File: src/rtl/processor_8085_multi.sv
// Multi-cycle 8085-flavoured accumulator core: FETCH -> DECODE -> EXEC, three cycles per instruction.
// A single-word instruction memory is read combinationally through imem_addr/imem_data.
module processor_8085_multi #(
    parameter int unsigned DATA_W = 8,
    parameter int unsigned NREGS  = 7,
    parameter int unsigned PC_W   = 8
) (
    input  logic              clk,
    input  logic              rst,
    output logic [PC_W-1:0]   imem_addr,
    input  logic [15:0]       imem_data,
    output logic [DATA_W-1:0] acc,
    output logic              cy,
    output logic              z,
    output logic [DATA_W-1:0] out_data,
    output logic              out_valid,
    output logic              halted
);

    localparam int unsigned SUM_W = DATA_W + 1;

    localparam logic [3:0] OP_NOP = 4'h0;
    localparam logic [3:0] OP_MVI = 4'h1;
    localparam logic [3:0] OP_MVA = 4'h2;
    localparam logic [3:0] OP_MVR = 4'h3;
    localparam logic [3:0] OP_ADD = 4'h4;
    localparam logic [3:0] OP_SUB = 4'h5;
    localparam logic [3:0] OP_ANA = 4'h6;
    localparam logic [3:0] OP_ORA = 4'h7;
    localparam logic [3:0] OP_XRA = 4'h8;
    localparam logic [3:0] OP_CMP = 4'h9;
    localparam logic [3:0] OP_ADI = 4'hA;
    localparam logic [3:0] OP_JMP = 4'hB;
    localparam logic [3:0] OP_JZ  = 4'hC;
    localparam logic [3:0] OP_JC  = 4'hD;
    localparam logic [3:0] OP_OUT = 4'hE;
    localparam logic [3:0] OP_HLT = 4'hF;

    typedef enum logic [1:0] {FETCH, DECODE, EXEC, HALT} state_t;

    state_t            state;
    logic [PC_W-1:0]   pc;
    logic [15:0]       ir;
    logic [DATA_W-1:0] operand;
    logic [DATA_W-1:0] regfile [NREGS];

    logic [3:0]        op_c;
    logic [2:0]        rsel_c;
    logic [DATA_W-1:0] imm_d_c;
    logic [PC_W-1:0]   imm_p_c;
    logic              ir_unused_c;
    logic [DATA_W-1:0] rd_c;
    logic [DATA_W-1:0] addb_c;
    logic [SUM_W-1:0]  add_c;
    logic [SUM_W-1:0]  sub_c;
    logic [DATA_W-1:0] and_c;
    logic [DATA_W-1:0] or_c;
    logic [DATA_W-1:0] xor_c;

    assign imem_addr   = pc;
    assign op_c        = ir[15:12];
    assign rsel_c      = ir[10:8];
    assign imm_d_c     = DATA_W'(ir[7:0]);
    assign imm_p_c     = PC_W'(ir[7:0]);
    assign ir_unused_c = ir[11];

    // Register read; indices beyond the implemented file read as zero.
    always_comb begin
        rd_c = '0;
        for (int unsigned i = 0; i < NREGS; i++) begin
            if (32'(rsel_c) == i) begin
                rd_c = regfile[i];
            end
        end
    end

    // ALU: the sum/difference carry an extra bit so its MSB is carry/borrow.
    always_comb begin
        addb_c = (op_c == OP_ADI) ? imm_d_c : operand;
        add_c  = SUM_W'(acc) + SUM_W'(addb_c);
        sub_c  = SUM_W'(acc) - SUM_W'(operand);
        and_c  = acc & operand;
        or_c   = acc | operand;
        xor_c  = acc ^ operand;
    end

    always_ff @(posedge clk or posedge rst) begin
        if (rst) begin
            state     <= FETCH;
            pc        <= '0;
            ir        <= '0;
            operand   <= '0;
            acc       <= '0;
            cy        <= 1'b0;
            z         <= 1'b0;
            out_data  <= '0;
            out_valid <= 1'b0;
            halted    <= 1'b0;
            for (int unsigned i = 0; i < NREGS; i++) begin
                regfile[i] <= '0;
            end
        end else begin
            out_valid <= 1'b0;
            case (state)
                FETCH: begin
                    ir    <= imem_data;
                    pc    <= pc + PC_W'(1);
                    state <= DECODE;
                end
                DECODE: begin
                    operand <= rd_c;
                    state   <= EXEC;
                end
                EXEC: begin
                    state <= FETCH;
                    case (op_c)
                        OP_MVI: acc <= imm_d_c;
                        OP_MVA: acc <= operand;
                        OP_MVR: begin
                            for (int unsigned i = 0; i < NREGS; i++) begin
                                if (32'(rsel_c) == i) begin
                                    regfile[i] <= acc;
                                end
                            end
                        end
                        OP_ADD, OP_ADI: begin
                            acc <= add_c[DATA_W-1:0];
                            cy  <= add_c[DATA_W];
                            z   <= (add_c[DATA_W-1:0] == '0);
                        end
                        OP_SUB, OP_CMP: begin
                            if (op_c == OP_SUB) begin
                                acc <= sub_c[DATA_W-1:0];
                            end
                            cy <= sub_c[DATA_W];
                            z  <= (sub_c[DATA_W-1:0] == '0);
                        end
                        OP_ANA: begin
                            acc <= and_c;
                            cy  <= 1'b0;
                            z   <= (and_c == '0);
                        end
                        OP_ORA: begin
                            acc <= or_c;
                            cy  <= 1'b0;
                            z   <= (or_c == '0);
                        end
                        OP_XRA: begin
                            acc <= xor_c;
                            cy  <= 1'b0;
                            z   <= (xor_c == '0);
                        end
                        OP_JMP: pc <= imm_p_c;
                        OP_JZ:  if (z)  pc <= imm_p_c;
                        OP_JC:  if (cy) pc <= imm_p_c;
                        OP_OUT: begin
                            out_data  <= acc;
                            out_valid <= 1'b1;
                        end
                        OP_HLT: begin
                            state  <= HALT;
                            halted <= 1'b1;
                        end
                        OP_NOP: ;
                        default: ;
                    endcase
                end
                HALT: state <= HALT;
                default: state <= FETCH;
            endcase
        end
    end

endmodule

File: config.mk
export PLATFORM = sky130hd
export DESIGN_NAME = processor_8085_multi
export DESIGN_NICKNAME = d
export VERILOG_FILES = /design/src/rtl/processor_8085_multi.sv
export SDC_FILE = /design/constraint.sdc
export NUM_CORES = 1
export LEC_CHECK = 0
export CORE_ASPECT_RATIO = 0.8
export CORE_UTILIZATION = 25
export DETAILED_ROUTE_END_ITERATION = 8
export SYNTH_ARGS = -nofsm -noshare
export SYNTH_HDL_FRONTEND = slang
export SYNTH_SLANG_ARGS = --single-unit
File: constraint.sdc
create_clock -name clk -period 4.9 [get_ports clk]
set_input_delay 1.47 -clock clk [delete_from_list [all_inputs] [get_ports clk]]
set_output_delay 1.47 -clock clk [all_outputs]
set_load 0.1 [all_outputs]
==> metrics.csv <==
metric,value,unit
fill_cells,2573,
arrival,2.36,ns
leakagePower,3.22,nW
rows,52,
yosys-top-cells-area,"dfrtp_1 (42%), mux2_2 (9.6%), ha_1 (6.4%)",
die_w,182,um
tns,0,ns
hold_viol_final,0,
p_int,2.55,mW
worst-path-buf-inv,1,
fin_crit_sh,78.1,%
clockPowerShare,13.4,%
swShare,52.3,%
final-seq-area,0.00273,mm^2
async_reset_ff_share,100,%
place_area,0.00727,mm^2
antenna_left,0,
slew_violations,0,
powerDensity,707,mW/mm^2
cts_buffer_depth,2,
gp_congestion,0.890,
synth_seq_cells,109,
hpwl,13200,um
syn_to_final_growth,17.1,%
worst_setup_path_start_kind,flop,
routed_wl,18000,um
gr-total-overflow,0,
grt_pass1_wl,29300,um
yosys_warnings,0,
clockRootBuffer,clkbuf_16,
path_class,reg2out,
synth.largest_area_cell,dfrtp_1,
dieArea,0.0265,mm^2
crit_path_top_delay_cell,clkdlybuf4s50_1,
cts_resized,0,
switchingPower,2.79,mW
critical_path_required,3.43,ns
synth_top_area_share,42.3,%
critPathMaxStageDelay,1.28,ns
antenna_found_initial,0,
cts.clk_slew.worst_paths,0.07,ns
worstPathCellList,clkdlybuf4s50_1,
synth_ff_type,dfrtp_1,
end_kind,primary output,
ff2ff_path_depth,14,
cts_tree,yes,
boundaryPins,46,
grt_pass1_vias,5056,
fin_skew,0.0104,ns
portBuffers,44,
min_path_type,reg2reg,
drv_cap,0,
grt_use_total,14.3,%
p_comb_share,59.5,%
synth_nets,722,
p_seq_share,27.0,%
crit_cells,1,
worstMarginPinSlew,1.03,ns
rsz0062_at_grt,false,
drt-initial-drc-count,418,
die_h,146,um
yosysMostFrequentCell,dfrtp_1,
cts_setup_buffers,0,
setup_viol,0,
multi_input_area,0.00346,mm^2
syn-instance-count,669,
route.detailed.drc,0,
yosysUniqueCellTypes,61,
first_pass_iters,5,
grt_start_max_net_pins,58,
cts-buffers-inserted,9,
syn_avg_cell_area,9.65,um^2
insertedDiodeCount,0,
whs_path_depth,1,
clock_sinks,109,
wl_per_cell,17.4,um
crit_fanout,11,
crit_family,buffers and inverters,
via_count,5177,
synth_area,0.00645,mm^2
drive_gt1_share,14.2,%
max_freq,261,MHz
relSlewSlack,31.4,%
design.final.nets,758,
cts.htree.levels,3,
ys_seq_area_share,42.3,%
finalInstanceArea,0.00756,mm^2
clock_latency,0.37,ns
netlist_top_cells_count,"dfrtp_1 (109), o21ai_0 (78), nand2_1 (72)",
hold_buffers,0,
start_util,25.5,%
vias_per_cell,5.01,
core_area,0.0253,mm^2
final.min_clock_period,3.83,ns
status,completed,
ir_drop,0.000372,V
synth_edf_count,0,
[final timing paths]
kind	startpoint	endpoint	slack, ns
worst max-delay path	acc[2]$_DFFE_PP0P_	acc[2]	1.07
min in group asynchronous	rst	regfile[30]$_DFFE_PP0P_	1.60
worst min register to register	halted$_DFFE_PP0P_	halted$_DFFE_PP0P_	0.48
max in group asynchronous	rst	ir[12]$_DFFE_PP0P_	2.40
worst max register to register	ir[13]$_DFFE_PP0P_	z$_DFFE_PP0P_	1.62
worst min-delay path	halted$_DFFE_PP0P_	halted$_DFFE_PP0P_	0.48
[flip-flops by register name, summed over array words and instances, names as in the netlist]
| register | count |
|---|---|
| acc | 8 |
| cy | 1 |
| halted | 1 |
| imem_addr | 8 |
| ir | 15 |
| operand | 8 |
| out_data | 8 |
| out_valid | 1 |
| regfile | 56 |
| state | 2 |
| z | 1 |
[layer usage]
layer / track usage [%] / vias up / part of all wire, %
met5: 0 / - / 0
met4: 3.98 / 0 / 2.0
met3: 2.75 / 22 / 4.9
met2: 21.0 / 120 / 43
met1: 21.2 / 2553 / 50
li1: - / 2482 / -
[power groups by stage]
stage	clock network [mW]	logic (mW)	registers [mW]
finish	0.718	3.18	1.45
global route	0.771	3.43	1.49
CTS	0.733	3.15	1.45
detailed placement	0	3.14	1.46
global placement	0	3.12	1.46
floorplan	0	1.67	2.03
[final cells by class]
class                           instances  share of cell area [%]
Timing Repair Buffer                   60                    7.42
Clock inverter                          6                   0.795
Tap cell                              324                    5.36
Multi-Input combinational cell        495                    45.8
Clock buffer                            9                    2.98
Inverter                               30                    1.52
Sequential cell                       109                    36.1
[cells in the final DEF, fill, tap and decap left out, drive strengths merged, types with 9 or more instances in the layout]
| master | instances |
|---|---|
| a22o | 9 |
| o21ai | 79 |
| ha | 33 |
| nor2 | 39 |
| inv | 32 |
| nand2b | 12 |
| clkbuf | 9 |
| nand2 | 72 |
| o221ai | 12 |
| nor2b | 14 |
| clkdlybuf4s50 | 44 |
| nor3 | 11 |
| buf | 16 |
| a21oi | 35 |
| dfrtp | 109 |
| mux2i | 15 |
| mux2 | 55 |
[kinds of logic after synthesis]
group | share of synthesized area [%]
buffers and inverters | 4.07
AOI/OAI and AO/OA | 18.7
muxes | 11.9
xor gates and xnor gates | 0.950
DFF | 42.3
and+or+nand+nor | 15.1
adders and majority gates | 7.02
[per-stage QoR]
step	instances	setup slack, ns	hold WS, ns	total power [mW]	utilization (%)
4_1_cts	1033	1.06	0.482	5.33	29.9
3_3_place_gp	1018	1.46	0.456	4.58	28.7
5_1_grt	1033	1.01	0.506	5.68	29.9
6_report	1033	1.07	0.478	5.34	29.9
2_1_floorplan	669	0.556	0.445	3.71	-
3_5_place_dp	1018	1.45	0.465	4.60	28.7
Power figures use the tool's default switching activity.
==> variant: new RTL, config.mk and constraints unchanged <==
Register the output `imem_addr` once more, with the module's reset; this adds one clock of latency there. The other outputs are not delayed to match. Comments in the files are not updated.
--- a/src/rtl/processor_8085_multi.sv
+++ b/src/rtl/processor_8085_multi.sv
@@ -58,5 +58,11 @@
     logic [DATA_W-1:0] xor_c;
 
-    assign imem_addr   = pc;
+    always_ff @(posedge clk or posedge rst) begin
+        if (rst) begin
+            imem_addr <= '0;
+        end else begin
+            imem_addr <= pc;
+        end
+    end
     assign op_c        = ir[15:12];
     assign rsel_c      = ir[10:8];
Behaviour: not the same (a bounded check fails within 4 cycles, from zero or initial values and one cycle with rst high).
==> variant against the unedited design <==
- sequential cell count rose by 8
- worst setup slack better by 0.19 ns
- fmax grew 5.2%
- synthesized area rose by 3.1%
- critical path depth up 13
- wire length up 8.0%
- core utilization up 1.0 points
- sequential share of layout area increased by 0.080 points
- design area increased by 7.1%
- critical path type is now flip-flop to flip-flop
- highest routed layer unchanged
Power is left out: the tool's default activity adds up to more than one toggle a clock period on the data nets, which glitch-free logic cannot reach.
==> variant: results (changes against the unedited design) <==
- Total track usage: 0.149 (+0.00563)
- Dpl cell area: 0.00752 mm2 (+3.4%)
- Clock Tree Buf Depth: 2 (unchanged)
- First-pass GRT wire length: 30500 um (+3.9%)
- Worst Setup EP: z$_DFFE_PP0P_
- Worst slew margin: 0.266 (-0.0486)
- RR Startpoint: ir[15]$_DFFE_PP0P_
- # H-tree levels: 4 (+1)
- Vias in the first global route: 5093 (+0.73%)
- CP peak stage delay: 0.69 ns (-0.59 ns)
- CTS Buf Count: 17 (+8)
- Worst Path Arrival: 3.99 ns (+1.63 ns)
- Multiplexer share of the synthesized area: 0.107 (-0.0121)
- Synth Area in Adders: 0.0680 (-0.00214)
- Synth top area cells: dfrtp_1, mux2_2, ha_1, o21ai_0, nand2_1
- Slowest-stage cell, CP: dfrtp_1
- NumNets Final: 790 (+4.2%)
- Library cells used by synthesis: 64 (+4.9%)
- Vias: 5522 (+6.7%)
- Post-synthesis xor/xnor area fraction: 0.0132 (+0.00366)
- Layout cell share with drive strength beyond 1: 0.151 (+0.00821)
- DR iter-0 viols: 591 (+41%)
- Postcts setup bufs: 0 (unchanged)
- WS Path Type: flip-flop to flip-flop
- Outcome: finished, final reports clean
- Pin count of the biggest net entering global routing: 72 (+24%)
- Crit-path max FO: 18 (+7)
- HPWL after DPL: 13900 um (+4.7%)
- Family with the most delay on the worst path: simple AND/OR/NAND/NOR gates
- Synth cell count leaders: dfrtp_1, nand2_1, o21ai_0
- Clock skew: 0.0138 ns (+0.00335 ns)
- Synth Area in Compound Gates: 0.186 (-0.00157)
- Worst-skew pair later-pin latency: 0.43 ns (+0.06 ns)
- Worst R2R Setup Slack: 1.26 ns (-0.36 ns)
- Sequential area share after synthesis: 0.440 (+0.0172)
- WL final: 19400 um (+8.0%)
- Post-cts sizing count: 0 (unchanged)
- Drt pass-1 iters: 6 (+1)
- Syn nets: 748 (+3.6%)
- Placer Congestion: 0.933 (+4.8%)
- Fill cells: 2720 (+5.7%)
-- variant: changes by cell type in the layout (fill, tap and decap cells not counted), moves of 4 or more --
cell       unedited run  this run
clkbuf_16             9        17
o221ai_1             12         8
a21oi_1              35        43
o31ai_1               1         5
dfrtp_1             109       117
a22o_1                9         5
o21ai_0              78        82
and2b_1               0         4
nand2_1              72        88
a21o_1                6         2
mux2_2               55        50
nor3b_1               6         2
-- variant: worst min path at each step --
stage	depth (start not counted)	end	slack, ns	startpoint
floorplan	0	imem_addr[5]$_DFF_PP0_	0.37	pc[5]$_DFFE_PP0P_
finish	0	imem_addr[5]$_DFF_PP0_	0.42	pc[5]$_DFFE_PP0P_
global route	0	imem_addr[4]$_DFF_PP0_	0.44	pc[4]$_DFFE_PP0P_
global placement	0	imem_addr[5]$_DFF_PP0_	0.40	pc[5]$_DFFE_PP0P_
detailed placement	0	imem_addr[5]$_DFF_PP0_	0.39	pc[5]$_DFFE_PP0P_
CTS	0	imem_addr[5]$_DFF_PP0_	0.42	pc[5]$_DFFE_PP0P_
-- variant: layout make-up --
type	count	area, um2	share of cell area
Sequential cell	117	2930	0.362
Multi-Input combinational cell	513	3470	0.429
Clock buffer	22	474	0.0586
Tap cell	357	447	0.0552
Timing Repair Buffer	58	558	0.0689
Inverter	30	115	0.0142
Clock inverter	10	98.8	0.0122
-- variant: kinds of logic after synthesis --
family,count (synthesis)
xor+xnor,10
compound gates,201
simple gates,202
buf+inv,65
flops,117
fa+ha+maj,35
mux,65
-- variant: layer usage --
layer	part of all wire	wire length [um]	track usage
met5	0	0	0
met4	0.018	343	0.0479
met1	0.50	9720	0.225
met3	0.068	1330	0.0374
met2	0.41	8050	0.203
-- variant: metrics by stage --
stage / cells / util / hold WS, ns / setup slack, ns
after detailed placement: 1075 / 0.287 / 0.391 / 1.37
after global placement: 1075 / 0.287 / 0.396 / 1.33
after CTS: 1107 / 0.309 / 0.416 / 1.24
after global routing: 1107 / 0.309 / 0.439 / 1.03
final: 1107 / 0.309 / 0.420 / 1.26
after floorplan: 695 / - / 0.368 / 0.329
